--- src/rtl/dma_engine_if.sv ---
// rtl/dma_engine_if.sv - memory bus bundle between the DMA engine and the arbiter/memory side
interface dma_engine_if #(
  parameter int ADDR_W = 24
) ();
  logic              busReq;
  logic              busGrant;
  logic [1:0]        memReadWrite;
  logic [ADDR_W-1:0] addressLinesOut;
  logic [7:0]        dataBusIn;
  logic [7:0]        dataBusOut;

  modport master (
    output busReq,
    output memReadWrite,
    output addressLinesOut,
    output dataBusOut,
    input  busGrant,
    input  dataBusIn
  );

  modport slave (
    input  busReq,
    input  memReadWrite,
    input  addressLinesOut,
    input  dataBusOut,
    output busGrant,
    output dataBusIn
  );
endinterface

--- src/rtl/dma_engine.sv ---
// rtl/dma_engine.sv - single-channel byte DMA: read one byte, write one byte, repeat
module dma_engine #(
  parameter int ADDR_W = 24,
  parameter int LEN_W  = 16
) (
  input  logic              clk,
  input  logic              rst,
  input  logic              start,
  input  logic [ADDR_W-1:0] srcAddr,
  input  logic [ADDR_W-1:0] dstAddr,
  input  logic [LEN_W-1:0]  length,
  input  logic              abort,
  output logic              busy,
  output logic              done,
  output logic              aborted,
  dma_engine_if.master      bus
);

  typedef enum logic [2:0] {
    IDLE,
    WAIT_GNT,
    READ,
    WRITE,
    FINISH
  } state_t;

  localparam logic [1:0] MODE_READ  = 2'b00;
  localparam logic [1:0] MODE_WRITE = 2'b10;
  localparam logic [1:0] MODE_IDLE  = 2'b11;

  state_t            state;
  state_t            nextState;
  logic [ADDR_W-1:0] srcReg;
  logic [ADDR_W-1:0] dstReg;
  logic [LEN_W-1:0]  countReg;
  logic [7:0]        holdReg;

  // Parameters are latched only in IDLE, so a start while busy has no effect.
  always_ff @(posedge clk) begin
    if (rst) begin
      state    <= IDLE;
      srcReg   <= '0;
      dstReg   <= '0;
      countReg <= '0;
      holdReg  <= '0;
      done     <= 1'b0;
      aborted  <= 1'b0;
    end else begin
      state   <= nextState;
      done    <= (state == FINISH) && !abort;
      aborted <= (state != IDLE) && abort;
      case (state)
        IDLE: begin
          if (start) begin
            srcReg   <= srcAddr;
            dstReg   <= dstAddr;
            countReg <= length;
          end
        end
        READ: begin
          if (bus.busGrant && !abort) holdReg <= bus.dataBusIn;
        end
        WRITE: begin
          if (bus.busGrant && !abort) begin
            srcReg   <= srcReg + ADDR_W'(1);
            dstReg   <= dstReg + ADDR_W'(1);
            countReg <= countReg - LEN_W'(1);
          end
        end
        default: ;
      endcase
    end
  end

  always_comb begin
    nextState           = state;
    bus.busReq          = 1'b0;
    bus.memReadWrite    = MODE_IDLE;
    bus.addressLinesOut = '0;
    bus.dataBusOut      = 8'h00;
    case (state)
      IDLE: begin
        if (start) nextState = (length == '0) ? FINISH : WAIT_GNT;
      end
      WAIT_GNT: begin
        bus.busReq = 1'b1;
        if (bus.busGrant) nextState = READ;
      end
      READ: begin
        bus.busReq          = 1'b1;
        bus.addressLinesOut = srcReg;
        if (bus.busGrant) begin
          bus.memReadWrite = MODE_READ;
          nextState        = WRITE;
        end
      end
      WRITE: begin
        bus.busReq          = 1'b1;
        bus.addressLinesOut = dstReg;
        bus.dataBusOut      = holdReg;
        if (bus.busGrant) begin
          bus.memReadWrite = MODE_WRITE;
          nextState        = (countReg == LEN_W'(1)) ? FINISH : READ;
        end
      end
      FINISH: begin
        nextState = IDLE;
      end
      default: nextState = IDLE;
    endcase
    // Abort outranks every other transition, including completion.
    if (abort && state != IDLE) nextState = IDLE;
  end

  assign busy = (state != IDLE);

endmodule

--- src/flat_wrapper.sv ---
// flat-port wrapper written by rule: the top's interface ports become plain ports
module dma_engine_flat 
#(
  parameter int ADDR_W = 24,
  parameter int LEN_W  = 16
)
  (clk, rst, start, srcAddr, dstAddr, length, abort, busy, done, aborted, bus_busReq, bus_memReadWrite, bus_addressLinesOut, bus_dataBusOut, bus_busGrant, bus_dataBusIn);
  dma_engine_if #(.ADDR_W(ADDR_W)) bus_i ();
  input  logic clk;
  input  logic rst;
  input  logic start;
  input  logic [ADDR_W-1:0] srcAddr;
  input  logic [ADDR_W-1:0] dstAddr;
  input  logic [LEN_W-1:0] length;
  input  logic abort;
  output logic busy;
  output logic done;
  output logic aborted;
  output wire logic [$bits(bus_i.busReq)-1:0] bus_busReq;
  output wire logic [$bits(bus_i.memReadWrite)-1:0] bus_memReadWrite;
  output wire logic [$bits(bus_i.addressLinesOut)-1:0] bus_addressLinesOut;
  output wire logic [$bits(bus_i.dataBusOut)-1:0] bus_dataBusOut;
  input wire logic [$bits(bus_i.busGrant)-1:0] bus_busGrant;
  input wire logic [$bits(bus_i.dataBusIn)-1:0] bus_dataBusIn;
  assign bus_busReq = bus_i.busReq;
  assign bus_memReadWrite = bus_i.memReadWrite;
  assign bus_addressLinesOut = bus_i.addressLinesOut;
  assign bus_dataBusOut = bus_i.dataBusOut;
  assign bus_i.busGrant = bus_busGrant;
  assign bus_i.dataBusIn = bus_dataBusIn;
  dma_engine #(.ADDR_W(ADDR_W), .LEN_W(LEN_W)) u_core (.clk(clk), .rst(rst), .start(start), .srcAddr(srcAddr), .dstAddr(dstAddr), .length(length), .abort(abort), .busy(busy), .done(done), .aborted(aborted), .bus(bus_i));
endmodule
--- config.mk ---
export PLATFORM = sky130hd
export DESIGN_NAME = dma_engine_flat
export DESIGN_NICKNAME = d
export VERILOG_FILES = /design/src/rtl/dma_engine_if.sv /design/src/rtl/dma_engine.sv /design/src/flat_wrapper.sv
export SDC_FILE = /design/constraint.sdc
export NUM_CORES = 1
export LEC_CHECK = 0
export ABC_AREA = 1
export CAP_MARGIN = 0
export CORE_ASPECT_RATIO = 1.75
export CORE_UTILIZATION = 38
export DETAILED_ROUTE_END_ITERATION = 16
export HOLD_SLACK_MARGIN = 0.06
export PLACE_DENSITY_LB_ADDON = 0.05
export SYNTH_ARGS = -nofsm -noshare
export SYNTH_HDL_FRONTEND = slang
export SYNTH_SLANG_ARGS = --single-unit
--- constraint.sdc ---
create_clock -name clk -period 4.4 [get_ports clk]
set_input_delay 0.44 -clock clk [delete_from_list [all_inputs] [get_ports clk]]
set_output_delay 0.44 -clock clk [all_outputs]
set_load 0.005 [all_outputs]
# Yosys cells after proc, flatten, opt, wreduce, memory -nomap -nowiden
# Cells that the tools add are included.
word_totals:
  register_bits: 77
  latchBits: 0
  ramBits: 0
  mem_bits_ro: 0
  input_bits: 77
  output_inout_bits: 38
  elab_cells: 55
  mem_count: 0
op_classes:
  n_addsub: 3
  n_mul: 0
  div: 0
  n_lt_le_gt_ge: 0
  n_eq_ne: 10
  n_shift: 0
  muxes: 22
  bitwise: 0
  n_reduce_logical: 13
op_table:
  columns: ["operator", "count"]
  rows:
  - ["$pmux 24 s2", 3]
  - ["$mux 24", 4]
  - ["$add 24x1->24 const B", 2]
  - ["$mux 16", 2]
  - ["$pmux 16 s2", 1]
  - ["$mux 3", 6]
  - ["$eq 16x1->1 const B", 1]
  - ["$logic_not 16->1", 1]
  - ["$sub 16x1->16 const B", 1]
  - ["$pmux 3 s4", 1]
  - ["$mux 8", 1]
  - ["$ne 2x2->1 const B", 4]
  - ["$eq 3x2->1 const B", 2]
  - ["$pmux 2 s2", 1]
  - ["$reduce_and 4->1", 1]
  - ["$eq 3x1->1 const B", 1]
  - ["$eq 3x3->1 const B", 1]
  - ["$logic_and 1x1->1", 3]
  - ["$logic_not 3->1", 1]
  - ["$reduce_and 3->1", 1]
  - ["$reduce_bool 3->1", 1]
  - ["$reduce_or 3->1", 1]
  - ["$mux 1", 2]
  - ["$mux 2", 1]
  - ["5 further kinds", 5]

# Depth between registers and ports, before layout
# Gate-level depths: netlist of run 1.
depth:
  word_depth: 4
  mapped_depth: 11
  mapped_depth_nobuf: 10

# Worst setup path after synthesis of run 1
# OpenSTA, ideal clock, no wires.
synth_timing:
  path_type: "reg2out"
  startpoint: "register u_core.state[1]"
  endpoint: "output port bus_addressLinesOut[10]"
  arrival_ns: 1.168
  required_ns: 3.960
  slack_ns: 2.792
  path_stages_with_launch: 6
  path_buffers: 3
  cell_sequence: "dfxtp_1 -> nand3_2 -> buf_6 -> buf_2 -> buf_2 -> o22ai_1"
synth_between:
  elab_chain_len: 2
  elab_cells_between_ends: 3
  cone_classes: "eq/ne (2); mux (1)"
synth_rtl:
  columns: ["element", "line_no", "text"]
  rows:
  - ["start, declared", "dma_engine.sv:31", "state_t state;"]
  - ["start signal, assigned", "dma_engine.sv:49", "state <= nextState;"]
  - ["$eq 3x2->1", "dma_engine.sv:81", "case (state)"]
  - ["$pmux 24 s2 (*)", "dma_engine.sv:81", null]
  - ["end, declared", "flat_wrapper.sv:21", "output wire logic [$bits(bus_i.addressLinesOut)-1:0] bus_addressLinesOut;"]
# Mark *: on every way between the ends. The rest lies on a longest branch, timed or not.

# Worst setup path after layout of run 1
layout_timing:
  startpoint: "register u_core.state[1]"
  endpoint: "output port bus_addressLinesOut[7]"
# Same word-level chain as after synthesis.

==> flow_metrics.env, run 1 <==
export IMPL_status="completed"
export IMPL_final_max_slew_viol_count=0
export IMPL_numCtsBuffers=9
export IMPL_syn_inst=919
export IMPL_die_height_um=159.0
export IMPL_syn_avg_cell_area_um2=5.827
export IMPL_cts_hold_buf=0
export IMPL_crit_fanout=35
export IMPL_viasPerCell=5.210
export IMPL_p_clk_frac=0.255
export IMPL_synth_top_flop_cell="dfxtp_1"
export IMPL_n_antenna_cell=0
export IMPL_p_leak_nw=2.570
export IMPL_finalCoreUtilization=0.4948
export IMPL_fmax_ghz=0.3222
export IMPL_port_buffers=114
export IMPL_maxCapViolations=0
export IMPL_dieArea_mm2=0.01459
export IMPL_dp_slack_ns=1.601
export IMPL_drt_pre_antenna_iters=5
export IMPL_netlist_top_cells_area="dfxtp_1, nand2_1, nor2_1, o21ai_0, inv_1"
export IMPL_peakVddDrop_uv=292.6
export IMPL_start_kind="flip-flop"
export IMPL_critical_path_class="reg -> out"
export IMPL_htree_num_levels=3
export IMPL_drive_gt1_frac=0.04249
export IMPL_clock_skew_ns=0.01015
export IMPL_crit_buf_inv=3
export IMPL_clk_path_buf_depth=2
export IMPL_drt_wirelength_per_cell_um=15.00
export IMPL_layout_cells_most_common="nand2_1"
export IMPL_synth_edf_count=0
export IMPL_ant_nets=0
export IMPL_via_count=6195
export IMPL_fp_dieW_um=91.74
export IMPL_hold_path_class="reg -> reg"
export IMPL_slowest_stage="clkdlybuf4s50_1"
export IMPL_reg2regPathDepth=8
export IMPL_gp_congestion=0.8975
export IMPL_dp_hpwl_mm=13.23
export IMPL_grt_antenna_before_repair=0
export IMPL_ys_ff_latch=77
export IMPL_cts_reportedPaths_clkPinSlew_ns=0.07
export IMPL_yosys_area_top_type="dfxtp_1"
export IMPL_power_internal_mw=1.780
export IMPL_finalCritPeriodShare=0.7055
export IMPL_slowest_delay_ns=0.53
export IMPL_rows=57
export IMPL_worstSkewPairLatency_ns=0.35
export IMPL_drc=0
export IMPL_synth_seq_area_share=0.2879
export IMPL_ys_warnings_count=0
export IMPL_num_io_pins=115
export IMPL_switching_share=0.4276
export IMPL_mostFrequentLayoutCells="nand2_1, nor2_1, clkdlybuf4s50_1"
export IMPL_power_switching_mw=1.330
export IMPL_whs_path_depth=2
export IMPL_drtIter0Drc=382
export IMPL_period_minus_slack_ns=3.104
export IMPL_syn_nets=1000
export IMPL_slew_limit_headroom=0.4777
export IMPL_totalWireLength_mm=17.84
export IMPL_rsz0062_at_grt="false"
export IMPL_worstPathCellList="nand3_4 -> inv_2 -> buf_4 -> nand2_1 -> o21ai_0 -> clkdlybuf4s50_1"
export IMPL_yosysTopAreaCellShare=0.2879
export IMPL_syn_area_mm2=0.005355
export IMPL_grt_usage=0.2491
export IMPL_fin_hold_ws_ns=0.4521
export IMPL_setup_ws_ns=1.296
export IMPL_setup_viol=0
export IMPL_powerDensity_mw_per_mm2=454.3
export IMPL_final_nets=1088
export IMPL_worstPathArrival_ns=2.66
export IMPL_postCtsResizedCells=0
export IMPL_clockRootBuffer="clkbuf_16"
export IMPL_critPathCaptureType="output pin"
export IMPL_clock_sinks=77
export IMPL_cp_data_required_time_ns=3.96
export IMPL_core_mm2=0.01384
export IMPL_grt_pass1_vias=5784
export IMPL_hold_viol_final=0
export IMPL_overflow=0
export IMPL_cts_setup_buffers=0
export IMPL_cts_tree="yes"
export IMPL_crit_cells=6
export IMPL_grt_pass1_wl_mm=28.86
export IMPL_setup_tns_final_ns=0
export IMPL_combinationalPowerShare=0.396
export IMPL_pwr_share_seq=0.349
export IMPL_synth_cell_types=36
export IMPL_start_util=0.3871
export IMPL_crit_family="buffers and inverters"
export IMPL_synthToLayoutAreaGrowth_pct=27.83
export IMPL_grt_max_degree=72
export IMPL_synth_async_sr_flop_share=0
export IMPL_tightest_slew_ns=0.7826
-- synthesized netlist by cell type (2+ instances only) --
cell and count:
a21oi_1 71, a31oi_1 13, buf_2 19, buf_4 6, buf_6 4, clkbuf_1 14, dfxtp_1 77, ha_1 4
inv_1 100, inv_2 4, nand2_1 221, nand2_2 2, nand3_1 64, nand3_2 2, nand3b_1 2, nand4_1 19
nor2_1 149, nor2_2 3, nor3_1 14, nor3_2 2, o211ai_1 3, o21ai_0 87, o21ai_1 6, o22ai_1 18
or2_2 3, xor2_1 2
-- final timing paths --
check                                 start                              to  slack, ns
min          u_core.holdReg[4]$_SDFFE_PP0P_  u_core.holdReg[4]$_SDFFE_PP0P_       0.45
max            u_core.state[1]$_SDFFE_PP0P_          bus_addressLinesOut[7]       1.30
max reg2reg    u_core.state[1]$_SDFFE_PP0P_   u_core.srcReg[6]$_SDFFE_PP0P_       1.60
min reg2reg  u_core.holdReg[4]$_SDFFE_PP0P_  u_core.holdReg[4]$_SDFFE_PP0P_       0.45
-- routing by layer --
layer | wire [µm] | global-route usage | up-vias
met4 | 584 | 0.1037 | 0
met3 | 852 | 0.03247 | 37
li1 | - | - | 3176
met5 | 0 | 0 | -
met2 | 8867 | 0.4323 | 198
met1 | 7531 | 0.3066 | 2784
-- flip-flops by register name, summed over array words and instances, names as in the netlist --
| register | flops |
|---|---|
| u_core.srcReg | 24 |
| u_core.state | 3 |
| u_core.done | 1 |
| u_core.dstReg | 24 |
| u_core.aborted | 1 |
| u_core.countReg | 16 |
| u_core.holdReg | 8 |
-- cell families (layout without fill, tap and decap cells) --
group                      Yosys count  after routing  synth area share
and+or+nand+nor                    486            486            0.3818
buffers and inverters              148            241            0.1180
AOI/OAI and AO/OA                  202            202            0.1998
DFF                                 77             77            0.2879
xor gates and xnor gates             2              2          0.003272
adders and majority gates            4              4          0.009346
-- final cells by class --
type                    count  area, µm²
fillers                  1526       6990
multi-input cells         694       3189
flip-flops and latches     77       1541
repair buffers            121       1194
inverters                 104      390.4
clock buffers              10      239.0
well taps                 177      221.5
clock inverters             6      70.07
-- worst reg2reg max path, delay by kind of cell (launching register included) --
family / cells / cell delay (ns)
AO/OA/AOI/OAI: 3 / 0.40
buffers and inverters: 2 / 0.98
flip-flops: 1 / 0.47
AND/OR/NAND/NOR: 3 / 0.83
-- power by group through the flow --
stage                     combinational [mW]  clock [mW]  sequential (mW)
after global routing                    1.40       0.838             1.11
after detailed placement                1.23           0             1.10
final                                   1.23       0.792             1.09
after global placement                  1.22           0             1.09
after CTS                               1.24       0.804             1.08
after floorplan                        0.925           0             1.04
-- metrics by stage --
step | area [µm²] | instances | total power [mW]
2_1_floorplan | 5355 | 919 | 1.960
5_1_grt | 6845 | 1189 | 3.353
4_1_cts | 6845 | 1189 | 3.123
3_5_place_dp | 6536 | 1173 | 2.326
3_3_place_gp | 6536 | 1173 | 2.318
6_report | 6845 | 1189 | 3.110
No activity file was read; power rests on OpenSTA's default activity.
==> run 2, diff against run 1 <==
==> constraint.sdc (replaced) <==
create_clock -name clk -period 3.17 [get_ports clk]
set_input_delay 0.317 -clock clk [delete_from_list [all_inputs] [get_ports clk]]
set_output_delay 0.317 -clock clk [all_outputs]
set_load 0.005 [all_outputs]
==> run 2 against run 1 <==
  * Combinational power grew 45%
  * Non-clock buffer count grew 4
  * Hold slack lost 0.0029 ns
  * Clock skew shrank 0.0011 ns
  * Core utilization grew 0.43 points
  * Via count shrank 0.56%
  * Highest routed layer unchanged
==> flow_metrics.env, run 2 (synthesized netlist as in run 1, its figures left out) <==
export IMPL_overflow=0
export IMPL_n_antenna_cell=0
export IMPL_hold_viol_final=0
export IMPL_drive_gt1_frac=0.04528
export IMPL_status="completed"
export IMPL_htree_num_levels=3
export IMPL_grt_max_degree=64
export IMPL_worstSkewPairLatency_ns=0.34
export IMPL_fmax_ghz=0.3590
export IMPL_drt_pre_antenna_iters=5
export IMPL_placed_cells=1177
export IMPL_peakVddDrop_uv=479.8
export IMPL_port_buffers=114
export IMPL_drc=0
export IMPL_ant_nets=0
export IMPL_layout_cells_most_common="nand2_1"
export IMPL_rows=57
export IMPL_start_util=0.3871
export IMPL_tightest_slew_ns=0.7829
export IMPL_cts_reportedPaths_clkPinSlew_ns=0.07
export IMPL_maxCapViolations=0
export IMPL_powerDensity_mw_per_mm2=630.5
export IMPL_dieArea_mm2=0.01459
export IMPL_final_max_slew_viol_count=0
export IMPL_critical_path_class="reg -> out"
export IMPL_slew_limit_headroom=0.4775
export IMPL_top_regs="u_core.dstReg (24), u_core.srcReg (24), u_core.countReg (16)"
export IMPL_grt_pass1_wl_mm=29.30
export IMPL_die_height_um=159.0
export IMPL_grt_antenna_before_repair=0
export IMPL_hold_path_class="reg -> reg"
export IMPL_numCtsBuffers=9
export IMPL_critPathCaptureType="output pin"
export IMPL_rsz0062_at_grt="false"
export IMPL_stdcell_count=1193
export IMPL_period_minus_slack_ns=2.785
export IMPL_clock_sinks=77
export IMPL_num_io_pins=115
export IMPL_grt_pass1_vias=6008
export IMPL_setup_tns_final_ns=0
export IMPL_cts_hold_buf=0
export IMPL_viasPerCell=5.163
export IMPL_cp_data_required_time_ns=2.85
export IMPL_setup_viol=0
export IMPL_final_nets=1092
export IMPL_core_mm2=0.01384
export IMPL_drtIter0Drc=267
export IMPL_totalWireLength_mm=17.87
export IMPL_clock_skew_ns=0.009051
export IMPL_via_count=6160
export IMPL_fill_cells=1524
export IMPL_clk_path_buf_depth=2
export IMPL_finalCritPeriodShare=0.8787
export IMPL_r2r_slack_ns=0.93
export IMPL_synthToLayoutAreaGrowth_pct=28.95
export IMPL_mostFrequentLayoutCells="nand2_1, nor2_1, clkdlybuf4s50_1"
export IMPL_start_kind="flip-flop"
export IMPL_clockRootBuffer="clkbuf_16"
export IMPL_crit_fanout=24
export IMPL_grt_usage=0.2500
export IMPL_p_leak_nw=2.592
export IMPL_gp_congestion=0.9345
export IMPL_drt_wirelength_per_cell_um=14.98
export IMPL_cts_setup_buffers=0
export IMPL_fp_dieW_um=91.74
export IMPL_cts_tree="yes"
export IMPL_postCtsResizedCells=0
export IMPL_dp_hpwl_mm=13.40
export IMPL_worstPathArrival_ns=2.47
run 2: final timing paths:
kind                                                startpoint                        endpoint  depth (start not counted)
worst min register to register  u_core.holdReg[5]$_SDFFE_PP0P_  u_core.holdReg[5]$_SDFFE_PP0P_                          2
worst max-delay path              u_core.state[1]$_SDFFE_PP0P_         bus_addressLinesOut[21]                          5
worst min-delay path            u_core.holdReg[5]$_SDFFE_PP0P_  u_core.holdReg[5]$_SDFFE_PP0P_                          2
worst max register to register    u_core.state[1]$_SDFFE_PP0P_   u_core.srcReg[9]$_SDFFE_PP0P_                          8
run 2: final cells by class:
| class | instances | area, µm² | share of cell area |
|---|---|---|---|
| inverter | 104 | 390.4 | 0.05653 |
| clock buffer | 11 | 242.7 | 0.03515 |
| sequential | 77 | 1541 | 0.2232 |
| clock inverter | 5 | 58.81 | 0.008516 |
| multi-input combinational | 694 | 3189 | 0.4619 |
| timing repair buffer | 125 | 1261 | 0.1826 |
| tap | 177 | 221.5 | 0.03207 |
run 2: report_power, final:
group	switching, mW	leakage [nW]	internal (mW)
logic	1.12	1.81	0.661
clock network	0.433	0.142	0.634
registers	0.278	0.635	1.23
run 2: stage by stage:
stage | power [mW] | instance area [µm²] | utilization | setup WS [ns] | hold slack, ns
floorplan | 2.721 | 5355 | - | 1.685 | 0.3938
global placement | 3.288 | 6604 | 0.4773 | 0.7338 | 0.4380
detailed placement | 3.301 | 6604 | 0.4773 | 0.7249 | 0.4421
CTS | 4.377 | 6905 | 0.4991 | 0.3486 | 0.4518
global route | 4.688 | 6905 | 0.4991 | 0.1863 | 0.4647
finish | 4.354 | 6905 | 0.4991 | 0.3845 | 0.4492
run 2: routing by layer:
metal	GRT usage	routed length [µm]
met2	0.4429	8966
met4	0.1094	598
met1	0.3011	7606
met3	0.02722	696
met5	0	0
run 2: critical path, cell delays in order, from the launching register on:
cell and delay (ns):
dfxtp_1 0.47, nand2_1 0.08, nor2_1 0.23, inv_1 0.41, o21ai_0 0.37, clkdlybuf4s50_1 0.56
